==> config.mk <==
export PLATFORM = sky130hd
export DESIGN_NAME = i2c_init_seq
export DESIGN_NICKNAME = d
export VERILOG_FILES = /design/src/rtl/i2c_init_seq.sv
export SDC_FILE = /design/constraint.sdc
export NUM_CORES = 1
export LEC_CHECK = 0
export CAP_MARGIN = 25
export CORE_ASPECT_RATIO = 1.4
export CORE_UTILIZATION = 45
export CTS_CLUSTER_SIZE = 28
export DETAILED_ROUTE_END_ITERATION = 10
export PLACE_DENSITY = 0.87
export SLEW_MARGIN = 40
export SYNTH_ARGS = -nofsm -noshare
export SYNTH_HDL_FRONTEND = slang
export SYNTH_SLANG_ARGS = --single-unit
==> constraint.sdc <==
create_clock -name iCLK -period 1.8 [get_ports iCLK]
set_input_delay 0.36 -clock iCLK [delete_from_list [all_inputs] [get_ports iCLK]]
set_output_delay 0.36 -clock iCLK [all_outputs]
set_load 0.02 [all_outputs]
==> src/rtl/i2c_init_seq.sv <==
// ---------------------------------------------------------------------------
// i2c_init_seq
//
// I2C register-initialisation sequencer. It walks an external init table of
// {sub_addr, data} entries and hands each entry to the byte-level i2c master
// as a write to SLAVE_ADDR. A NACKed write is resent until MAX_RETRY attempts
// have been made, after which the run stops with error/err_index. The entry
// 16'hFFFF ends the table. A start pulse (re)runs the table from index 0.
// A start that arrives mid-run is remembered and taken at the next entry
// boundary, so a transaction is never cut short.
//
// Optional feature (macro I2C_INIT_SEQ_DELAY_EN):
//   defined   - entries 16'hFEnn are delays of nn*DELAY_UNIT clocks with no
//               I2C traffic.
//   undefined - 16'hFEnn is an ordinary write to sub-address 0xFE; the delay
//               state and its counter do not exist.
//
// Ports:
//   iCLK       system clock
//   iRST_N     asynchronous active-low reset
//   start      single-cycle pulse: run or re-run the table from index 0
//   tbl_addr   table read index
//   tbl_data   table entry {sub_addr, data}, valid one cycle after tbl_addr
//   i2c_data   {SLAVE_ADDR, entry}, stable while i2c_start is high
//   i2c_start  transaction request to the i2c master
//   i2c_end    master idle/complete; low while a transfer is in progress
//   i2c_ack    sampled with i2c_end: 0 = ACK, 1 = NACK
//   busy       sequence running
//   done       end marker reached cleanly; sticky until the next run
//   error      an entry ran out of retries; sticky until the next run
//   err_index  index of the failing entry
// ---------------------------------------------------------------------------
module i2c_init_seq #(
   parameter logic [7:0] SLAVE_ADDR = 8'h98,
   parameter int         IDX_W      = 8,
   parameter int         MAX_RETRY  = 3,
   parameter int         DELAY_UNIT = 27000,
   parameter int         AUTO_START = 1
) (
   input  logic             iCLK,
   input  logic             iRST_N,
   input  logic             start,
   output logic [IDX_W-1:0] tbl_addr,
   input  logic [15:0]      tbl_data,
   output logic [23:0]      i2c_data,
   output logic             i2c_start,
   input  logic             i2c_end,
   input  logic             i2c_ack,
   output logic             busy,
   output logic             done,
   output logic             error,
   output logic [IDX_W-1:0] err_index
);

   typedef enum logic [3:0] {
      IDLE,
      FETCH,
      DECODE,
      GO,
      ACCEPT,
      WAIT_END,
`ifdef I2C_INIT_SEQ_DELAY_EN
      DELAY,
`endif
      DONE,
      FAIL
   } state_t;

   localparam logic [IDX_W-1:0] IDX_LAST  = '1;
   localparam logic [3:0]       RETRY_TOP = 4'(MAX_RETRY - 1);

   state_t           state;
   state_t           state_nxt;
   logic [IDX_W-1:0] idx;
   logic [15:0]      entry;
   logic             fetch_phase;
   logic [3:0]       retry;
   logic             pending;
   logic             first_cyc;

   logic             restart_req;
   logic             launch;
   logic             restart;
   logic             advance;
   logic             retry_again;
   logic             fetch_latch;
   logic             load_write;
   logic             set_done;
   logic             set_error;

`ifdef I2C_INIT_SEQ_DELAY_EN
   localparam int CNT_W = $clog2(255 * DELAY_UNIT + 1);
   logic [CNT_W-1:0] dly_cnt;
   logic             load_delay;
`endif

   // A start arriving in the very cycle of an entry boundary counts the same
   // as one remembered earlier.
   assign restart_req = pending | start;
   assign tbl_addr    = idx;

   // State register.
   always_ff @(posedge iCLK or negedge iRST_N) begin
      if (!iRST_N) begin
         state <= IDLE;
      end else begin
         state <= state_nxt;
      end
   end

   // Next-state logic plus the one-cycle strobes that steer the datapath.
   always_comb begin
      state_nxt   = state;
      launch      = 1'b0;
      restart     = 1'b0;
      advance     = 1'b0;
      retry_again = 1'b0;
      fetch_latch = 1'b0;
      load_write  = 1'b0;
      set_done    = 1'b0;
      set_error   = 1'b0;
`ifdef I2C_INIT_SEQ_DELAY_EN
      load_delay  = 1'b0;
`endif
      case (state)
         IDLE: begin
            if (start || (first_cyc && (AUTO_START != 0))) begin
               launch    = 1'b1;
               state_nxt = FETCH;
            end
         end
         FETCH: begin
            // First cycle presents the index, second captures the table word.
            if (fetch_phase) begin
               fetch_latch = 1'b1;
               state_nxt   = DECODE;
            end
         end
         DECODE: begin
            if (entry == 16'hFFFF) begin
               state_nxt = DONE;
`ifdef I2C_INIT_SEQ_DELAY_EN
            end else if (entry[15:8] == 8'hFE) begin
               load_delay = 1'b1;
               state_nxt  = DELAY;
`endif
            end else begin
               load_write = 1'b1;
               state_nxt  = GO;
            end
         end
         GO: begin
            state_nxt = ACCEPT;
         end
         ACCEPT: begin
            if (!i2c_end) begin
               state_nxt = WAIT_END;
            end
         end
         WAIT_END: begin
            if (i2c_end) begin
               if (restart_req) begin
                  restart   = 1'b1;
                  state_nxt = FETCH;
               end else if (!i2c_ack) begin
                  if (idx == IDX_LAST) begin
                     state_nxt = DONE;
                  end else begin
                     advance   = 1'b1;
                     state_nxt = FETCH;
                  end
               end else if (retry == RETRY_TOP) begin
                  state_nxt = FAIL;
               end else begin
                  retry_again = 1'b1;
                  state_nxt   = GO;
               end
            end
         end
`ifdef I2C_INIT_SEQ_DELAY_EN
         DELAY: begin
            if (dly_cnt <= CNT_W'(1)) begin
               if (restart_req) begin
                  restart   = 1'b1;
                  state_nxt = FETCH;
               end else if (idx == IDX_LAST) begin
                  state_nxt = DONE;
               end else begin
                  advance   = 1'b1;
                  state_nxt = FETCH;
               end
            end
         end
`endif
         DONE: begin
            if (restart_req) begin
               restart   = 1'b1;
               state_nxt = FETCH;
            end else begin
               set_done  = 1'b1;
               state_nxt = IDLE;
            end
         end
         FAIL: begin
            if (restart_req) begin
               restart   = 1'b1;
               state_nxt = FETCH;
            end else begin
               set_error = 1'b1;
               state_nxt = IDLE;
            end
         end
         default: begin
            state_nxt = IDLE;
         end
      endcase
   end

   // Datapath: table index, fetched entry, retry count, pending restart and
   // the first-cycle marker used for AUTO_START.
   always_ff @(posedge iCLK or negedge iRST_N) begin
      if (!iRST_N) begin
         idx         <= '0;
         entry       <= '0;
         fetch_phase <= 1'b0;
         retry       <= '0;
         pending     <= 1'b0;
         first_cyc   <= 1'b1;
      end else begin
         first_cyc <= 1'b0;

         if (launch || restart) begin
            pending <= 1'b0;
         end else if (start && (state != IDLE)) begin
            pending <= 1'b1;
         end

         if (state == FETCH) begin
            fetch_phase <= ~fetch_phase;
         end else begin
            fetch_phase <= 1'b0;
         end

         if (launch || restart) begin
            idx <= '0;
         end else if (advance) begin
            idx <= idx + 1'b1;
         end

         if (fetch_latch) begin
            entry <= tbl_data;
         end

         if (launch || restart || advance ||
             ((state == WAIT_END) && i2c_end && !i2c_ack)) begin
            retry <= '0;
         end else if (retry_again) begin
            retry <= retry + 1'b1;
         end
      end
   end

   // Master handshake: the request rises out of GO and is held through
   // ACCEPT until the master shows it has taken the transfer.
   always_ff @(posedge iCLK or negedge iRST_N) begin
      if (!iRST_N) begin
         i2c_data  <= '0;
         i2c_start <= 1'b0;
      end else begin
         if (load_write) begin
            i2c_data <= {SLAVE_ADDR, entry};
         end
         if (state == GO) begin
            i2c_start <= 1'b1;
         end else if ((state == ACCEPT) && !i2c_end) begin
            i2c_start <= 1'b0;
         end
      end
   end

   // Status flags. done/error are only raised when a run really finishes,
   // so a run aborted by a restart leaves them clear.
   always_ff @(posedge iCLK or negedge iRST_N) begin
      if (!iRST_N) begin
         busy      <= 1'b0;
         done      <= 1'b0;
         error     <= 1'b0;
         err_index <= '0;
      end else begin
         if (launch) begin
            busy  <= 1'b1;
            done  <= 1'b0;
            error <= 1'b0;
         end else if (set_done) begin
            busy <= 1'b0;
            done <= 1'b1;
         end else if (set_error) begin
            busy      <= 1'b0;
            error     <= 1'b1;
            err_index <= idx;
         end
      end
   end

`ifdef I2C_INIT_SEQ_DELAY_EN
   // Delay tick counter, loaded with nn*DELAY_UNIT and counted down to one
   // so that the state is occupied for exactly that many clocks.
   always_ff @(posedge iCLK or negedge iRST_N) begin
      if (!iRST_N) begin
         dly_cnt <= '0;
      end else if (load_delay) begin
         dly_cnt <= CNT_W'(entry[7:0]) * CNT_W'(DELAY_UNIT);
      end else if ((state == DELAY) && (dly_cnt > CNT_W'(1))) begin
         dly_cnt <= dly_cnt - 1'b1;
      end
   end
`endif

endmodule

Yosys cells after proc, flatten, opt, wreduce, memory -nomap -nowiden

Cells that the tools add are included.

Bits in registers: 64
Word-level logic and storage cells: 107
Input bits: 21

Mux-type cells: 50
Add/subtract/negate cells: 2
Eq/ne operators: 15
Reductions and logical operators: 23
Bitwise operators: 4

Operator list:

| operator                                       | number |
|---|---|
| 2-to-1 mux 1 bit                               | 35 |
| 2-to-1 mux 4 bit                               | 8 |
| one-hot mux 4 bit (7 select lines)             | 1 |
| == test 16 bit (second input constant)         | 1 |
| == test 4 x 3 -> 1 bit (second input constant) | 4 |
| 2-to-1 mux 8 bit                               | 2 |
| == test 4 x 2 -> 1 bit (second input constant) | 3 |
| nonzero test 2 bit                             | 6 |
| != test 2 bit (second input constant)          | 5 |
| 2-to-1 mux 3 bit                               | 3 |
| adder 8 x 1 -> 8 bit (second input constant)   | 1 |
| == test 8 bit (second input constant)          | 1 |
| adder 4 x 1 -> 4 bit (second input constant)   | 1 |
| == test 4 x 1 -> 1 bit (second input constant) | 1 |
| logical AND 1 bit                              | 4 |
| logical NOT 4 bit                              | 1 |
| logical OR 1 bit                               | 4 |
| AND reduction 4 bit                            | 1 |
| nonzero test 4 bit                             | 1 |
| inverter 1 bit                                 | 3 |
| AND reduction 3 bit                            | 1 |
| nonzero test 3 bit                             | 1 |
| logical NOT 1 bit                              | 2 |
| one-hot mux 1 bit (2 select lines)             | 1 |
| other kinds (3)                                | 3 |

Logic depth before layout (Yosys ltp)

Gate-level depths: netlist (run 1).

Depth in word-level cells: 9
Depth in mapped cells: 6
Gate-level depth less buffers: 6

Worst setup path after synthesis (run 1)

No wires, ideal clock.

Kind: register to register
From: register entry[7]
To: register i2c_data[10]
Slack: 0.041 ns
Stages on the path, launching flop included: 5
Arrival time: 1.634 ns
Clock period less this slack: 1.759 ns
Cell sequence: dfrtp_1 > nand4_1 > o41ai_4 > buf_6 > mux2_2

Longest elaborated chain between the ends: 3

RTL lines:

| what                   | line | RTL |
|---|---|---|
| from (decl)            | 75   | `logic [15:0] entry;` |
| from (signal assigned) | 251  | `entry <= tbl_data;` |
| == test 16 bit         | 140  | `if (entry == 16'hFFFF) begin` |
| 2-to-1 mux 1 bit       | 140  |  |
| 2-to-1 mux 1 bit       | 125  | `case (state)` |
| to (signal assigned)   | 271  | `i2c_data <= {SLAVE_ADDR, entry};` |
| to (decl)              | 45   | `output logic [23:0] i2c_data,` |

Every way passes these cells.
A chain may end at the register's enable or synchronous reset.

Worst setup path in the final report (run 1)

From: input port start
To: register state[0]

Longest elaborated chain between the ends: 4

RTL lines:

| what                               | line | RTL |
|---|---|---|
| from (decl)                        | 42   | `input logic start,` |
| bitwise OR 1 bit                   | 99   | `assign restart_req = pending \| start;` |
| 2-to-1 mux 4 bit                   | 162  | `if (restart_req) begin` |
| 2-to-1 mux 4 bit                   | 161  | `if (i2c_end) begin` |
| one-hot mux 4 bit (7 select lines) | 125  |  |
| to (signal assigned)               | 107  | `state <= state_nxt;` |
| to (decl)                          | 72   | `state_t state;` |

Parallel ways exist; a longest one is shown, timed or not. The select of a mux whose other input is x is not followed.

==> results.md, run 1 <==
- Post-route design area: roughly 0.0038 mm^2
- Post-synth EDFFs: 0
- Drt drc: 0
- Global-route wire length before repair: just under 10000 um
- RSZ-0062 raised after global routing: yes
- Starting Density: 47.3%
- Nets@finish: between 300 and 400
- Finished Core Util: roughly two thirds
- Worst reg2reg setup slack: 60 ps
- FF-to-FF Start: entry[13]
- Post-Place Worst Slack: -311 ps
- Vias in the first global route: about 2.1k
- Initial antenna violation count: 0
- #FFs+latches synth: between 60 and 70
- Clk_lat worst skew: between 300 and 400 ps
- Register area share after synthesis: 56.5%
- Layout Cells excl Fill: approximately 380
- Worst VDD drop: approximately 1 mV
- Area of the die: roughly 0.0065 mm^2
- Post-Route WL: roughly 5700 um
- Final Cycle Share: a little over nine tenths
- Max-Cap Viols: 0
- Leading area contributor after synthesis: dfrtp_1
- Pwr Total: around 0.0055 W
- Yosys top cell area share: 55.6%
- Worst setup path class: input pin to flop
- TritonCTS clock tree: done
- Multi-input logic area: approximately 0.0012 mm^2
- Ys flop type: dfrtp_1
- CTS H-Tree Depth: 3
- HPWL Detailed: between 4000 and 5000 um
- Crit. End Element: flop
- Critical path peak fanout: 5
- Die Wd: around 69 um
- Share of cells above drive strength 1: between 20% and 30%
- Final hold violations: 0
- Via/cell ratio: about 5.4
- # hold bufs at CTS: 0
- Root buffer selected by CTS: clkbuf_8
- Critical Path RT: about 2000 ps
- Final worst slack: around 48 ps
- Drt initial violations: 71
- Pin count of the biggest net entering global routing: 64
- Reg2reg end: i2c_data[9]
- Area Overhead vs Synth: 37.4%
- Fillers: 470
- Netlist cell types: 44
- Slew Limit Fails: 0
- PwrDens: roughly 1400 mW/mm^2
- CTS Buf Count: 9
- Placed Area: 0.00362 mm^2
- # clock sinks: 63
- Antenna-violating nets left: 0
- Maximum clock rate: roughly 0.57 GHz
- Min Tclk post-route: roughly 1800 ps
- Largest cells by area after synthesis: dfrtp_1 (56%), mux2_2 (17%), a21oi_1 (2.3%)
- DRT Pass-1 Iters: 4
- GRT Resource Usage Total: 20.2%
- Syn Area/Cell: roughly 13 um^2
- CP arrival: 1970 ps
- Hold Path Class: input pin to async pin
- Final setup viols: 0
- Status: complete, no violations
- Leakage power total: ~1.7 nW
- Num rows: 33
- Post-Place Cells: 367
- Gpl congestion: 0.850
- Syn. warnings: 0
- I/O Pins: 65
- Commonest non-fill, non-tap cell in the layout: dfrtp_1
- Skew final: 5.86 ps
- ANT cells: 0
- Area of the mapped netlist: about 0.0028 mm^2
- Register area: approximately 0.0016 mm^2
- Async S/R FF share, synth: 100%
- Grt ovf: 0
- Routed len/inst: 14.9 um
- Core area: between 0.005 and 0.006 mm^2
- Commonest non-fill, non-tap cells in the layout: dfrtp_1 (60), clkdlybuf4s50_1 (52), mux2_2 (42)
- PortBufs: between 50 and 60
- Via count: just over 2k
- Clk buf depth: 2
- Worst-path clk slew: approximately 60 ps
- Startpoint Class: input pin
- R2r worst-path depth: 4
- Mapped Cells: 222
- Die Y: 95.2 um
[worst max path at each step]
stage,cells past startpoint,to,startpoint
final,4,state[0],start
after global routing,4,state[0],start
after floorplan,4,i2c_data[10],entry[7]
after detailed placement,4,state[0],start
after CTS,1,tbl_addr[4],tbl_addr[4]
after global placement,4,state[0],start
[kinds of logic (layout without fill, tap and decap cells)]
kind of cell,after synthesis,after routing,share of synthesized area (%)
fa+ha+maj,3,3,1.34
buf+inv,17,104,3.58
mux,43,43,17.3
compound gates,34,34,8.47
xor+xnor,5,5,1.57
simple gates,56,56,11.1
flops,63,63,56.5
other cells,1,6,0.134
[area by class of cell]
type	instances	share of cell area, %
flip-flops and latches	63	41.2
repair buffers	85	21.2
clock inverters	4	1.17
well taps	70	2.28
inverters	3	0.293
multi-input cells	147	30.1
clock buffers	12	3.78
[critical path: stages]
cell and delay, ps:
clkdlybuf4s50_1 470, or3_1 390, a221oi_1 370, mux2_2 380
[Yosys cell counts, types with 2 or more instances]
cell and number:
dfrtp_1 62, mux2_2 42, a21oi_1 13, nand2_1 10
nor2_1 10, or3_1 9, buf_4 7, nand4_1 7
o21ai_0 6, nand3_1 5, clkbuf_1 4, xor2_1 4
ha_1 3, inv_1 3, o2111ai_1 3, o211ai_1 3
and2_1 2, buf_2 2, o31ai_1 2
[metal layers]
layer  part of all wire (%)  up-vias  global-route usage [%]
met5                      0        -                       0
met4                    1.9        0                    8.85
met3                    5.3       10                    6.70
li1                       -      972                       -
met2                     51       64                    33.4
met1                     41     1019                    23.4
[report_power, final]
part	switching, W	internal (W)	total (W)
Sequential	0.000343	0.00187	0.00222
Clock	0.000520	0.000671	0.00119
Combinational	0.000904	0.00114	0.00205
[per-stage QoR]
step	hold WS, ps	TNS (ps)
after detailed placement	398	-2960
after CTS	34.5	0
final	27.6	0
after global placement	394	-2060
after global routing	34.8	-216
after floorplan	64.4	0
[state kept, by name, summed over array words and instances, names as in the netlist]
signal,count
done,1
err_index,8
error,1
state,3
i2c_data,17
first_cyc,1
i2c_start,1
busy,1
pending,1
entry,16
retry,4
fetch_phase,1
tbl_addr,8
[what timing repair did]
| item | CTS | global route |
|---|---|---|
| gates resized for setup | 3 | 8 |
| cloned | 0 | 0 |
| setup endpoints to repair | 3 | 26 |
| buffers inserted | 0 | 1 |
| pin swaps | 0 | 3 |
No activity file was read; power rests on OpenSTA's default activity.
==> run 2, diff against run 1 <==
- CORE_UTILIZATION: 45 -> 50
- PLACE_DENSITY: 0.87 -> 0.91
- SLEW_MARGIN: 40 -> unset
- clock period: 1.8 -> 2.3 ns (I/O delays scaled with it)
==> run 2 against run 1 <==
Effect of this change: combinational power shrank 28%; non-clock buffer count shrank 16; count of clock-buffer cells in the layout grew 1; clock skew grew 1.6 ps; clock power shrank 16%; total power shrank 22%; via count shrank 3.2%; design area shrank 3.5%; largest power group unchanged; register-to-register slack gained 280 ps; largest cell class unchanged.
==> results.md, run 2 (synthesized netlist as in run 1, its figures left out) <==
- Global-route wire length before repair: 10000 um (+4.1%)
- Critical path peak fanout: 17 (+12)
- Via count: 1998 (-3.2%)
- Slowest stage delay, CP: 650 ps (+180 ps)
- Post-Route WL: 5720 um (-0.19%)
- DRT Pass-1 Iters: 4 (unchanged)
- Gpl congestion: 0.792 (-6.8%)
- Die Wd: 65.2 um (-5.0%)
- Grt ovf: 0 (unchanged)
- Core area: 0.00528 mm^2 (-11%)
- CP arrival: 2220 ps (+250 ps)
- Comb pwr share: 34.5% (-3.0 points)
- Buf/Inv on CP: 0 (-1)
- Register area: 0.00158 mm^2 (-0.16%)
- Initial antenna violation count: 0 (unchanged)
- Slowest-stage cell, CP: dfrtp_1
- Starting Density: 52.9% (+5.6 points)
- Sw Pwr: 0.00140 W (-21%)
- Max-Cap Viols: 0 (unchanged)
- Worst-path clk slew: 70 ps (about the same)
- Nets@finish: 317 (-4.8%)
- Clk buf depth: 2 (unchanged)
- Die Y: 90.4 um (-5.0%)
- Drt drc: 0 (unchanged)
- TritonCTS clock tree: done
- Final Cycle Share: 85.2%
- Worst setup path class: flop to flop
- Final hold violations: 0 (unchanged)
- # hold bufs at CTS: 0 (unchanged)
- Commonest non-fill, non-tap cells in the layout: dfrtp_1 (62), clkdlybuf4s50_1 (58), mux2_2 (42)
- PwrDens: 1150 mW/mm^2 (-19%)
- Area of the die: 0.00589 mm^2 (-9.8%)
- Maximum clock rate: roughly 0.51 GHz
- Hold Path Class: input pin to async pin
- Post-Place Cells: 348 (-5.2%)
- Num rows: 31 (-6.1%)
- CTS Buf Count: 9 (unchanged)
- Via/cell ratio: 5.49 (+2.1%)
- Skew final: 7.45 ps (+1.60 ps)
- Leakage power total: 1.60 nW (-8.1%)
- Internal: 0.00285 W (-23%)
- Root buffer selected by CTS: clkbuf_8
- Routed len/inst: 15.7 um (+5.3%)
- Clk_lat worst skew: 340 ps (about the same)
- PortBufs: 59 (unchanged)
- HPWL Detailed: 3980 um (-2.0%)
- Number of flip-flops in the largest register: 17 (unchanged)
- Critical Path RT: 2560 ps (+540 ps)
- Clk network pwr share: 23.5% (+1.7 points)
- Pin count of the biggest net entering global routing: 64 (unchanged)
- Startpoint Class: flop
- Kind of cell adding the most delay to the critical path: simple AND/OR/NAND/NOR gates
- Antenna-violating nets left: 0 (unchanged)
- Area Overhead vs Synth: 32.6%
- RSZ-0062 raised after global routing: no
- ANT cells: 0 (unchanged)
- I/O Pins: 65 (unchanged)
- Multi-input logic area: 0.00115 mm^2 (-0.54%)
- Post-CTS Setup Bufs: 0 (unchanged)
- CTS H-Tree Depth: 3 (unchanged)
- Status: complete, no violations
- Layout Cells excl Fill: 364 (-5.2%)
- Sequential share of power: 41.9% (+1.3 points)
- Crit path cell chain: and4b_1 > nand4_1 > or3_1 > a21oi_1
- Sw Share: 32.9% (+0.49 points)
- Final setup viols: 0 (unchanged)
- Setup TNS: 0 ps (unchanged)
- Worst VDD drop: 0.897 mV (-13%)
- # clock sinks: 63 (unchanged)
- Share of cells above drive strength 1: 24.8% (-4.8 points)
- Min Tclk post-route: 1960 ps
- GRT Resource Usage Total: 22.5% (+2.2 points)
- Commonest non-fill, non-tap cell in the layout: dfrtp_1
- Top reg by flops: i2c_data
- Vias in the first global route: 2106 (-0.85%)
- Fillers: 366 (-22%)
- Biggest regs: i2c_data (17), entry (16)
- Slew Limit Fails: 0 (unchanged)
- Crit. End Element: flop
- Post-CTS Resized: 0 (-3)
- Drt initial violations: 106 (+49%)
==> run 2: cell count changes in the layout (fill, tap and decap cells not counted), moves of 2 or more <==
cell and delta:
buf_4 -14, clkdlybuf4s50_1 +6, dlygate4sd2_1 -3, dlymetal6s2s_1 -3, clkbuf_8 +2, dfrtp_1 +2, dfrtp_2 -2
==> run 2: layer usage <==
metal	track usage (%)	wire [um]
met1	27.1	2280
met5	0	0
met3	7.45	378
met2	35.6	2930
met4	10.7	138
==> run 2: path summary, 6_finish.rpt <==
kind | start | slack, ps | cells after the start | to
max in group asynchronous | iRST_N | 1860 | 2 | first_cyc
worst min register to register | fetch_phase | 480 | 1 | fetch_phase
worst max-delay path | state[0] | 340 | 4 | retry[3]
worst min-delay path | iRST_N | 120 | 2 | i2c_start
worst max register to register | state[0] | 340 | 4 | retry[3]
min in group iCLK | fetch_phase | 480 | 1 | fetch_phase
==> run 2: worst register-to-register path: cells and delay by family (launching register included) <==
| kind | cells | cell delay [ps] |
|---|---|---|
| and+or+nand+nor | 3 | 1100 |
| DFF | 1 | 650 |
| AOI/OAI and AO/OA | 1 | 140 |
==> run 2: per-stage QoR <==
stage / power [W] / cell area [um^2] / setup slack (ps) / util, % / hold WS [ps]
after floorplan: 0.00261 / 2810 / 541 / - / 164
after global placement: 0.00318 / 3490 / 108 / 66.2 / 451
after detailed placement: 0.00325 / 3490 / 60.8 / 66.2 / 475
after CTS: 0.00428 / 3700 / 357 / 70.2 / 130
after global routing: 0.00447 / 3700 / 201 / 70.2 / 150
final: 0.00425 / 3700 / 341 / 70.2 / 120
==> run 2: area by class of cell <==
| cell class | count | area share (%) |
|---|---|---|
| Multi-Input combinational cell | 147 | 31.0 |
| Clock inverter | 3 | 1.08 |
| Sequential cell | 63 | 42.6 |
| Tap cell | 66 | 2.23 |
| Inverter | 3 | 0.304 |
| Clock buffer | 13 | 4.56 |
| Timing Repair Buffer | 69 | 18.2 |
==> run 2: power by group through the flow <==
| stage | Sequential, W | Combinational, W | Clock [W] |
|---|---|---|---|
| after floorplan | 0.00187 | 0.000743 | 0 |
| after global placement | 0.00175 | 0.00142 | 0 |
| after detailed placement | 0.00179 | 0.00146 | 0 |
| after CTS | 0.00178 | 0.00148 | 0.00102 |
| after global routing | 0.00183 | 0.00158 | 0.00107 |
| final | 0.00178 | 0.00147 | 0.000999 |
==> run 3, diff against run 2 <==
- CORE_UTILIZATION: 50 -> 40
- PLACE_DENSITY: 0.91 -> 0.77
==> run 3 against run 2 <==
Effect of this change: setup slack worse by 160 ps; worst hold slack worse by 9.4 ps; final cell count up 7.7%; critical endpoint is now i2c_data[8]; register-to-register slack got worse by 160 ps; highest routed layer unchanged; largest power group unchanged; critical path type unchanged.
==> results.md, run 3 (synthesized netlist as in run 1, its figures left out) <==
- Status: complete, no violations
- Routed len/inst: 13.9 um (-11%)
- Number of flip-flops in the largest register: 17 (unchanged)
- # clock sinks: 63 (unchanged)
- Nets@finish: 319 (+0.63%)
- Fillers: 590 (+61%)
- Slew Limit Fails: 0 (unchanged)
- Startpoint Class: flop
- Maximum clock rate: 0.473 GHz (-7.4%)
- CTS H-Tree Depth: 3 (unchanged)
- HPWL Detailed: 3890 um (-2.3%)
- Root buffer selected by CTS: clkbuf_8
- Min Tclk post-route: 2120 ps (+157 ps)
- Skew final: 8.56 ps (+1.10 ps)
- Pin count of the biggest net entering global routing: 28 (-56%)
- Sw Pwr: 0.00137 W (-2.0%)
- Final setup viols: 0 (unchanged)
- Grt ovf: 0 (unchanged)
- Internal: 0.00271 W (-4.9%)
- Sequential share of power: 42.8% (+0.9 points)
- Area of the die: 0.00732 mm^2 (+24%)
- Die Y: 101 um (+12%)
- Vias in the first global route: 1907 (-9.4%)
- Post-Route WL: 5470 um (-4.5%)
- ANT cells: 0 (unchanged)
- Post-CTS Resized: 0 (unchanged)
- Gpl congestion: 0.818 (+3.3%)
- Comb pwr share: 35.8% (+1.3 points)
- Max-Cap Viols: 0 (unchanged)
- Clk network pwr share: 21.4% (-2.1 points)
- Clk buf depth: 2 (unchanged)
- TritonCTS clock tree: done
- Worst reg2reg setup slack: 180 ps (-160 ps)
- Via count: 1980 (-0.90%)
- Setup TNS: 0 ps (unchanged)
- Clk_lat worst skew: 340 ps (about the same)
- Global-route wire length before repair: 8920 um (-11%)
- Drt initial violations: 42 (-60%)
- Num rows: 35 (+13%)
- Leakage power total: 1.59 nW (-0.77%)
- Final hold violations: 0 (unchanged)
- Rel. slew slack: around half
- Commonest non-fill, non-tap cell in the layout: dfrtp_1
- CTS Buf Count: 9 (unchanged)
- Area Overhead vs Synth: 33.4%
- Critical path peak fanout: 10 (-7)
- PortBufs: 59 (unchanged)
- Die Wd: 72.6 um (+11%)
- Commonest non-fill, non-tap cells in the layout: dfrtp_1 (62), clkdlybuf4s50_1 (58), mux2_2 (42)
- RSZ-0062 raised after global routing: no
- Drt drc: 0 (unchanged)
- I/O Pins: 65 (unchanged)
- GRT Resource Usage Total: 16.4% (-6.1 points)
- Antenna-violating nets left: 0 (unchanged)
- Critical Path RT: 2520 ps (-40 ps)
- Top reg by flops: i2c_data
- Worst-path clk slew: 70 ps (about the same)
- DRT Pass-1 Iters: 4 (unchanged)
- Worst setup path class: flop to flop
- Worst VDD drop: 0.771 mV (-14%)
- Hold Path Class: input pin to async pin
- Share of cells above drive strength 1: 25.7% (+0.83 points)
- Core area: 0.00666 mm^2 (+26%)
- # hold bufs at CTS: 0 (unchanged)
- Via/cell ratio: 5.05 (-8.0%)
- Worst-Margin Slew: 720 ps
- PwrDens: 1100 mW/mm^2 (-4.5%)
- Initial antenna violation count: 0 (unchanged)
- Sw Share: 33.5% (+0.65 points)
- Starting Density: 42.0% (-11 points)
- Final Cycle Share: 92.0% (+6.8 points)
- Post-CTS Setup Bufs: 0 (unchanged)
- CP arrival: 2340 ps (+120 ps)
- Biggest regs: i2c_data (17), entry (16)
- Pwr Total: 0.00408 W (-3.9%)
- Crit. End Element: flop
[run 3: cell count changes in the layout (fill, tap and decap cells not counted)]
cell,change
clkinvlp_4,+3
clkbuf_1,-1
bufinv_16,-1
buf_4,+2
clkbuf_8,-1
[run 3: critical path, stage by stage, from the launching register on]
cell     delay (ps)
dfrtp_1         370
nand4_1         200
o41ai_4         770
buf_4           310
mux2_2          350
[run 3: stage by stage]
stage	cells	setup slack, ps	cell area [um^2]	hold slack (ps)	util [%]
after floorplan	227	541	2810	164	-
after global placement	376	107	3540	448	53.2
after detailed placement	376	79.4	3540	472	53.2
after CTS	392	133	3720	115	56.0
after global routing	392	58.5	3720	145	56.0
final	392	184	3720	111	56.0
[run 3: layer usage]
metal,share of wire [%],global-route usage [%],up-vias
met5,0,0,-
met4,1.2,8.60,0
met3,5.5,4.90,8
met2,51,26.7,57
met1,43,19.3,974
li1,-,-,941
[run 3: path summary, 6_finish.rpt]
| check | start | endpoint | depth (start not counted) |
|---|---|---|---|
| setup / recovery | entry[7] | i2c_data[8] | 4 |
| setup reg to reg | entry[7] | i2c_data[8] | 4 |
| min in group iCLK | fetch_phase | fetch_phase | 1 |
| hold reg to reg | fetch_phase | fetch_phase | 1 |
| hold / removal | iRST_N | entry[7] | 1 |
| max in group asynchronous | iRST_N | first_cyc | 2 |
[run 3: power by group through the flow]
stage | registers (W) | clock network, W | logic, W
5_1_grt | 0.00180 | 0.000954 | 0.00157
2_1_floorplan | 0.00187 | 0 | 0.000743
3_5_place_dp | 0.00176 | 0 | 0.00148
3_3_place_gp | 0.00175 | 0 | 0.00145
4_1_cts | 0.00175 | 0.000899 | 0.00148
6_report | 0.00175 | 0.000873 | 0.00146
[run 3: area by class of cell]
class                           count  area, um^2  share of cell area, %
Tap cell                           92         115                   3.09
Multi-Input combinational cell    147        1150                   30.8
Clock buffer                       11         151                   4.06
Clock inverter                      5        32.5                  0.873
Timing Repair Buffer               71         688                   18.5
Inverter                            3        11.3                  0.302
Sequential cell                    63        1580                   42.4
